**config.mk**
```make
export PLATFORM = sky130hd
export DESIGN_NAME = td_meas
export DESIGN_NICKNAME = d
export VERILOG_FILES = /design/src/rtl/td_meas_pkg.sv /design/src/rtl/td_meas_edge_cap.sv /design/src/rtl/td_meas.sv
export SDC_FILE = /design/constraint.sdc
export NUM_CORES = 1
export LEC_CHECK = 0
export BUFFER_PORTS_ARGS = -buffer_cell sky130_fd_sc_hd__buf_2
export CAP_MARGIN = 40
export CORE_ASPECT_RATIO = 1.25
export CORE_MARGIN = 5
export CORE_UTILIZATION = 59
export CTS_CLUSTER_DIAMETER = 120
export CTS_CLUSTER_SIZE = 28
export DETAILED_ROUTE_END_ITERATION = 6
export GPL_TIMING_DRIVEN = 0
export PLACE_DENSITY = 0.79
export SLEW_MARGIN = 30
export SYNTH_ARGS = -nofsm -noshare
export SYNTH_HDL_FRONTEND = slang
export SYNTH_SLANG_ARGS = --single-unit
```
**constraint.sdc**
```tcl
create_clock -name clk -period 3.1 [get_ports clk]
set_input_delay 0.62 -clock clk [delete_from_list [all_inputs] [get_ports clk]]
set_output_delay 0.62 -clock clk [all_outputs]
set_load 0.01 [all_outputs]
```
**src/rtl/td_meas_pkg.sv**
```systemverilog
// Shared parameters for the AGC timing-measurement path: field width, offsets,
// timeout default and the td_meas state encoding.
package td_meas_pkg;

    // Width of every time field and of the measurement cycle counter.
    localparam int unsigned TD_BIT_WIDTH = 22;

    // Fixed td offset applied by the downstream threshold comparison.
    localparam int unsigned TD_OFFSET = 2;

    // Counter value at which an unfinished window is abandoned; kept below all-ones
    // so a saturated field can never be confused with a real capture.
    localparam int unsigned TD_TIMEOUT = 32'h003F_FFFE;

    typedef enum logic [1:0] {
        ST_IDLE = 2'd0,
        ST_RUN  = 2'd1,
        ST_DONE = 2'd2
    } td_state_e;

    typedef struct packed {
        logic ori_up;
        logic ori_dn;
        logic amp_up;
    } td_flags_t;

endpackage

```
**src/rtl/td_meas_edge_cap.sv**
```systemverilog
// Edge detector for one comparator input with an optional 2-flop synchronizer.
// Optional synchronizer enabled by defining TD_MEAS_SYNC_EN.
module edge_cap (
    input  logic clk,
    input  logic rst,
    input  logic arm,
    input  logic in,
    output logic rise,
    output logic fall
);

    logic s;
    logic hist_q;

`ifdef TD_MEAS_SYNC_EN
    logic [1:0] sync_q;

    always_ff @(posedge clk) begin
        if (rst) begin
            sync_q <= 2'b00;
        end else begin
            sync_q <= {sync_q[0], in};
        end
    end

    assign s = sync_q[1];
`else
    assign s = in;
`endif

    // History tracks every cycle, so the value loaded on arm is the level seen at start.
    always_ff @(posedge clk) begin
        if (rst) begin
            hist_q <= 1'b0;
        end else begin
            hist_q <= s;
        end
    end

    // The arm cycle belongs to no window; suppress edges there.
    assign rise = s & ~hist_q & ~arm;
    assign fall = ~s & hist_q & ~arm;

endmodule

```
**src/rtl/td_meas.sv**
```systemverilog
// Measures cycles to the original-path edge, its pulse width and the amplified-path
// edge after each start. Optional input synchronizers: define TD_MEAS_SYNC_EN.
module td_meas
    import td_meas_pkg::*;
#(
    parameter int unsigned bit_width = TD_BIT_WIDTH,
    parameter int unsigned TIMEOUT   = TD_TIMEOUT
) (
    input  logic                 clk,
    input  logic                 rst,
    input  logic                 start,
    input  logic                 ori_hit,
    input  logic                 amp_hit,
    output logic [bit_width-1:0] t_ori_a,
    output logic [bit_width-1:0] t_ori_b,
    output logic [bit_width-1:0] t_amp,
    output logic                 valid,
    output logic                 timeout,
    output logic                 busy
);

    localparam logic [bit_width-1:0] TO_V = bit_width'(TIMEOUT);

    td_state_e            state_q;
    td_flags_t            flags_q, flags_d;
    logic [bit_width-1:0] cnt_q;
    logic [bit_width-1:0] ori_a_q, ori_a_d;
    logic [bit_width-1:0] ori_b_q, ori_b_d;
    logic [bit_width-1:0] amp_q, amp_d;
    logic [bit_width-1:0] t_ori_a_q, t_ori_b_q, t_amp_q;
    logic                 valid_q, timeout_q;

    logic arm;
    logic ori_rise, ori_fall;
    logic amp_rise, amp_fall;
    logic finish, expire;

    // An uncaptured field reports all-ones.
    function automatic logic [bit_width-1:0] field_or_ones(
        input logic                 got,
        input logic [bit_width-1:0] v
    );
        return got ? v : '1;
    endfunction

    assign arm = (state_q == ST_IDLE) && start;

    edge_cap u_ori (
        .clk  (clk),
        .rst  (rst),
        .arm  (arm),
        .in   (ori_hit),
        .rise (ori_rise),
        .fall (ori_fall)
    );

    edge_cap u_amp (
        .clk  (clk),
        .rst  (rst),
        .arm  (arm),
        .in   (amp_hit),
        .rise (amp_rise),
        .fall (amp_fall)
    );

    always_comb begin
        flags_d = flags_q;
        ori_a_d = ori_a_q;
        ori_b_d = ori_b_q;
        amp_d   = amp_q;

        if (ori_rise && !flags_q.ori_up) begin
            ori_a_d        = cnt_q;
            flags_d.ori_up = 1'b1;
        end
        // The rise was captured in an earlier cycle, so ori_a_q already holds it.
        if (ori_fall && flags_q.ori_up && !flags_q.ori_dn) begin
            ori_b_d        = cnt_q - ori_a_q;
            flags_d.ori_dn = 1'b1;
        end
        if (amp_rise && !flags_q.amp_up) begin
            amp_d          = cnt_q;
            flags_d.amp_up = 1'b1;
        end

        finish = flags_d.ori_dn && flags_d.amp_up;
        expire = (cnt_q == TO_V) && !finish;
    end

    always_ff @(posedge clk) begin
        if (rst) begin
            state_q   <= ST_IDLE;
            flags_q   <= '0;
            cnt_q     <= '0;
            ori_a_q   <= '0;
            ori_b_q   <= '0;
            amp_q     <= '0;
            t_ori_a_q <= '0;
            t_ori_b_q <= '0;
            t_amp_q   <= '0;
            valid_q   <= 1'b0;
            timeout_q <= 1'b0;
        end else begin
            case (state_q)
                ST_IDLE: begin
                    valid_q <= 1'b0;
                    if (start) begin
                        state_q <= ST_RUN;
                        cnt_q   <= '0;
                        flags_q <= '0;
                    end
                end
                ST_RUN: begin
                    cnt_q   <= cnt_q + 1'b1;
                    flags_q <= flags_d;
                    ori_a_q <= ori_a_d;
                    ori_b_q <= ori_b_d;
                    amp_q   <= amp_d;
                    if (finish || expire) begin
                        state_q   <= ST_DONE;
                        valid_q   <= 1'b1;
                        timeout_q <= expire;
                        t_ori_a_q <= field_or_ones(flags_d.ori_up, ori_a_d);
                        t_ori_b_q <= field_or_ones(flags_d.ori_dn, ori_b_d);
                        t_amp_q   <= field_or_ones(flags_d.amp_up, amp_d);
                    end
                end
                ST_DONE: begin
                    valid_q <= 1'b0;
                    state_q <= ST_IDLE;
                end
                default: begin
                    valid_q <= 1'b0;
                    state_q <= ST_IDLE;
                end
            endcase
        end
    end

    assign t_ori_a = t_ori_a_q;
    assign t_ori_b = t_ori_b_q;
    assign t_amp   = t_amp_q;
    assign valid   = valid_q;
    assign timeout = timeout_q;
    assign busy    = (state_q == ST_RUN);

endmodule

```
; ---- Word-level counts from Yosys, hierarchy flattened
; Cells that the tools add are included.
; Widths: inputs -> output; s select.
[op_classes]
n_addsub = 2
eq_ne = 4
n_mux = 16
n_bitwise = 11
reduce_logical = 18
[ops]
columns = cell, count
row1 = $mux 22, 7
row2 = $pmux 22 s2, 1
row3 = $add 22x1->22 const B, 1
row4 = $eq 22x22->1 const B, 1
row5 = $sub 22x22->22, 1
row6 = $logic_and 1x1->1, 7
row7 = $and 1x1->1, 6
row8 = $pmux 3 s2, 1
row9 = $reduce_and 2->1, 3
row10 = $not 1->1, 5
row11 = $logic_not 1->1, 4
row12 = $mux 2, 2
row13 = $pmux 2 s2, 1
row14 = $mux 1, 3
row15 = $mux 3, 1
row16 = $eq 2x1->1 const B, 1
row17 = $logic_not 2->1, 1
row18 = $ne 2x1->1 const B, 1
row19 = $ne 2x2->1 const B, 1
row20 = $reduce_bool 2->1, 1
row21 = $reduce_or 2->1, 1
row22 = $logic_or 1x1->1, 1
[totals]
reg_bits = 163
input_bits = 5
output_inout_bits = 69
word_cells = 66

; ---- Depth between registers and ports, before layout
[logic_depth]
ltp_word = 13
depth_mapped = 10

; ---- Cells and area by module
; Synthesis repeated with hierarchy kept, for this count alone.
[hier_totals]
hier_cells = 1040
area_unflattened_um2 = 8112.8
[modules_own_cells]
columns = module, n_inst, cells_per_inst, area_per_inst_um2, seq_area_each_um2
row1 = td_meas, 1, 1032, 8010.2, 3223.1
row2 = edge_cap, 2, 4, 51.3, 20.0

; ---- Worst setup path before layout
; Ideal clock, no wire load.
[synth_timing]
path_kind = register to register
from = reg cnt_q[0]
to = reg t_ori_b_q[20] (netlist: t_ori_b[20])
t_arrival_ns = 2.329
t_required_ns = 2.997
slack_ns = 0.667
stages_incl_launch_ff = 11
n_path_buf = 0
synth_period_minus_slack_ns = 2.433
path_cell_list = dfxtp_1 > inv_1 > ha_1 > fa_1 > nor2b_1 > o2111ai_1 > a21oi_1 > a31o_2 > a211o_1 > xnor2_1 > a2111oi_2
[synth_via]
elab_chain_len = 4
word_cells_on_any_way = 7
classes_between = add/sub: 1 / eq/ne: 1 / mux: 2 / reduce/logical: 3
[synth_rtl]
columns = element, line
row1 = "start, declared", td_meas.sv:26  ; logic [bit_width-1:0] cnt_q;
row2 = "start signal, assigned", td_meas.sv:114  ; cnt_q <= cnt_q + 1'b1;
row3 = branches (longest 4 deep; another with $sub 22x22->22), n/a
row4 = "end signal, assigned", td_meas.sv:124  ; t_ori_b_q <= field_or_ones(flags_d.ori_dn, ori_b_d);
row5 = "end, declared", td_meas.sv:30  ; logic [bit_width-1:0] t_ori_a_q, t_ori_b_q, t_amp_q;
; Parallel ways; which one is timed is not known.
; A chain may end at the register's enable or synchronous reset.

; ---- Final worst setup path
[layout_timing]
from = reg state_q[1]
to = out busy
[layout_via]
elab_chain_len = 1
[layout_rtl]
columns = element, line
row1 = "start, declared", td_meas.sv:24  ; td_state_e state_q;
row2 = "start signal, assigned", td_meas.sv:92  ; state_q <= ST_IDLE;
row3 = "start signal, assigned", td_meas.sv:108  ; state_q <= ST_RUN;
row4 = "start signal, assigned", td_meas.sv:120  ; state_q <= ST_DONE;
row5 = $eq 2x1->1, td_meas.sv:145  ; assign busy = (state_q == ST_RUN);
row6 = "end, declared", td_meas.sv:19  ; output logic busy
; No other way between the ends.

==> impl_metrics.tcl <==
set metrics [dict create \
    initial_core_util 0.599 \
    ctsHoldBuffers 0 \
    rsz0062_at_grt "false" \
    clkLatencyLatePin_ps 440 \
    netlist_area_um2 7900 \
    die-area_um2 15800 \
    h-tree-depth 4 \
    switching_share 0.235 \
    rows 47 \
    vias 7746 \
    combPwrFrac 0.063 \
    p_per_area_nw_per_um2 505 \
    syn_avg_cell_area_um2 8.08 \
    holdCritStartpoint "amp_hit" \
    antenna_found_initial 0 \
    status "finished clean" \
    antenna_cells 0 \
    synth_top_area_share 0.413 \
    fin_area_um2 9100 \
    critPathMostFrequentCell "buf_2" \
    worst_pin_slew_ps 851 \
    syn_to_final_growth_pct 15.2 \
    grt_use_total 0.300 \
    ys_ff_latch 163 \
    synth_cell_type_count 56 \
    netlist_instances 977 \
    drive_above_1_share 0.140 \
    crit_buf_inv 5 \
    finalWorstSetupSlack_ps 219 \
    nets 1098 \
    synth_top_family_by_area "simple AND/OR/NAND/NOR gates" \
    synth_commonest_cells "dfxtp_1, nor2_1, nand2_1, a21oi_1, clkbuf_1" \
    worstPathArrival_ps 2260 \
    cts_tree "done" \
    setup-tns-final_ps 0 \
    min_path_type "in -> reg" \
    fin_crit_sh 0.929 \
    drc 0 \
    cp.required_ps 2480 \
    finalSetupViolCount 0 \
    die_w_um 113 \
    muxShareOfSynthArea 0.0352 \
    antenna_left 0 \
    finish.utilization 0.691 \
    internal-power_mw 3.52 \
    portBuffers 73 \
    synth_edf_count 0 \
    routed_via_density 6.18 \
    yosys.area_share.simple 0.223 \
    holdPathStages 2 \
    post-place-cells 1221 \
    first_pass_iters 7 \
    gp_congestion 0.929 \
    place_ws_ps 145 \
    overflow 0 \
    hpwlAfterDp_um 17300 \
    cpPeakStageDelay_ps 430 \
    grt_pass1_wl_um 37400 \
    grt_pass1_vias 7362 \
    cp_num_cells 6 \
    p_seq_frac 0.467 \
    maxCapViolCount 0 \
    dpl_cell_area_um2 8480 \
    synthXorXnorAreaFrac 0.0177 \
    clock.fmax_ghz 0.347 \
    grt_max_degree 17 \
    finalMaxSlewViolations 0 \
    endpoint_kind "primary output" \
    synth_top_cell_by_area "dfxtp_1" \
    synth_flop_cell "dfxtp_1" \
    dr.first_iter.drc_count 545 \
    ys_warn_count 0 \
    syn_nets 1006 \
    finalCriticalPeriod_ps 2880 \
    relSlewSlack 0.429 \
    critPathMaxFanout 10 \
    cp-startpoint "state_q[1]" \
    synthTopCellsByArea "dfxtp_1, nor2_1, nand2_1" \
    seq_area_frac_synth 0.413 \
    cts.sinks 163 \
    synth-adder-area-share 0.0390 \
    nFillCells 1165 \
    cp_top_family "buffers and inverters" \
    cp_cell_sequence "nand2b_1, clkbuf_1, inv_2, clkbuf_2, buf_2, buf_2" \
    synth-async-reset-ratio 0 \
    reg2reg_from "cnt_q[6]" \
    wl_per_cell_um 18.9 \
    die_h_um 139 \
    slowest_stage "clkbuf_1" \
    core_area_um2 13200 \
    synth_compound_area_frac 0.216 \
    finClkSkew_ps 7.30 \
    irDropWorstVdd_mv 0.394 \
    critPathLaunchType "flip-flop" \
    r2r_cells 7 \
    worst-setup-path-type "reg -> out" \
    hold_viol_final 0 \
    cts_root_buf "clkbuf_16" \
    leakagePower_nw 3.41 \
    p_sw_mw 1.08 \
    cts.path.max_buffers 2 \
    yosysMostFrequentCell "dfxtp_1" \
    p_clk_frac 0.470 \
    clk_pin_slew_ps 60 \
    cts_inserted_buffers 17 \
    stdcell_count 1253 \
    io_pins 74 \
    wl_um 23700 \
]
cell usage in the layout, fill, tap and decap left out, drive strengths merged, types with 8 or more instances in the layout:
cell type / synthesis / final
clkbuf: 58 / 82
o21ai: 44 / 44
nand2: 134 / 134
a2111oi: 8 / 8
xnor2: 8 / 8
mux2i: 21 / 21
nand3b: 9 / 9
inv: 25 / 25
o21a: 9 / 9
a311oi: 48 / 48
nor2: 136 / 136
xor2: 8 / 8
buf: 22 / 95
a211oi: 33 / 33
nor3: 33 / 33
ha: 23 / 23
nand4: 12 / 12
a21oi: 76 / 76
nand3: 21 / 21
dfxtp: 163 / 163
worst reg2reg max path: cells and delay by family (launching register included):
family,cells,cell delay (ps)
buf+inv,1,410
compound gates,2,390
flops,1,330
simple gates,4,1560
area by class of cell:
cell class | instances | area [µm²] | area share
buffer | 80 | 348 | 0.0382
sequential | 163 | 3260 | 0.359
inverter | 25 | 93.8 | 0.0103
clock inverter | 8 | 126 | 0.0139
multi-input combinational | 709 | 4220 | 0.463
timing repair buffer | 73 | 365 | 0.0402
tap | 171 | 214 | 0.0235
clock buffer | 24 | 472 | 0.0518
registers in the layout (all words and copies together), names as in the netlist:
name,flops
amp_q,22
cnt_q,22
ori_a_q,22
ori_b_q,22
t_amp,22
t_ori_a,22
t_ori_b,22
flags_q,3
state_q,2
timeout,1
u_amp.hist_q,1
u_ori.hist_q,1
valid,1
final timing paths:
path,to,slack (ps)
worst min register to register,ori_b_q[12],460
worst max-delay path,busy,220
worst min-delay path,u_amp.hist_q,410
worst max register to register,t_ori_b[20],240
metrics by stage:
stage / power, mW / hold slack [ps]
final: 4.60 / 410
after global placement: 2.47 / 440
after CTS: 4.60 / 405
after global routing: 4.74 / 458
after detailed placement: 2.47 / 452
after floorplan: 2.38 / 434
routing by layer:
metal / vias to the layer above / share of wire / track usage
met5: - / 0 / 0
met4: 0 / 0.053 / 0.180
met3: 84 / 0.076 / 0.0591
met2: 342 / 0.49 / 0.511
met1: 3640 / 0.38 / 0.343
li1: 3680 / - / -
timing repair:
| item | CTS | global route |
|---|---|---|
| setup buffers | 0 | 0 |
| gates resized for setup | 1 | 8 |
| setup endpoints to repair | 1 | 7 |
power groups by stage:
stage	logic [mW]	clock network [mW]	registers (mW)
2_1_floorplan	0.194	0	2.19
3_3_place_gp	0.274	0	2.19
3_5_place_dp	0.279	0	2.19
4_1_cts	0.282	2.17	2.15
5_1_grt	0.314	2.27	2.15
6_report	0.288	2.16	2.15
cells by family (layout without fill, tap and decap cells):
group,after synthesis,after routing
adder cells (fa/ha/maj),24,24
AO/OA/AOI/OAI,252,252
XOR/XNOR,16,16
flip-flops,163,163
buffers and inverters,105,210
AND/OR/NAND/NOR,390,390
multiplexers,27,27
Power figures use the tool's default switching activity.
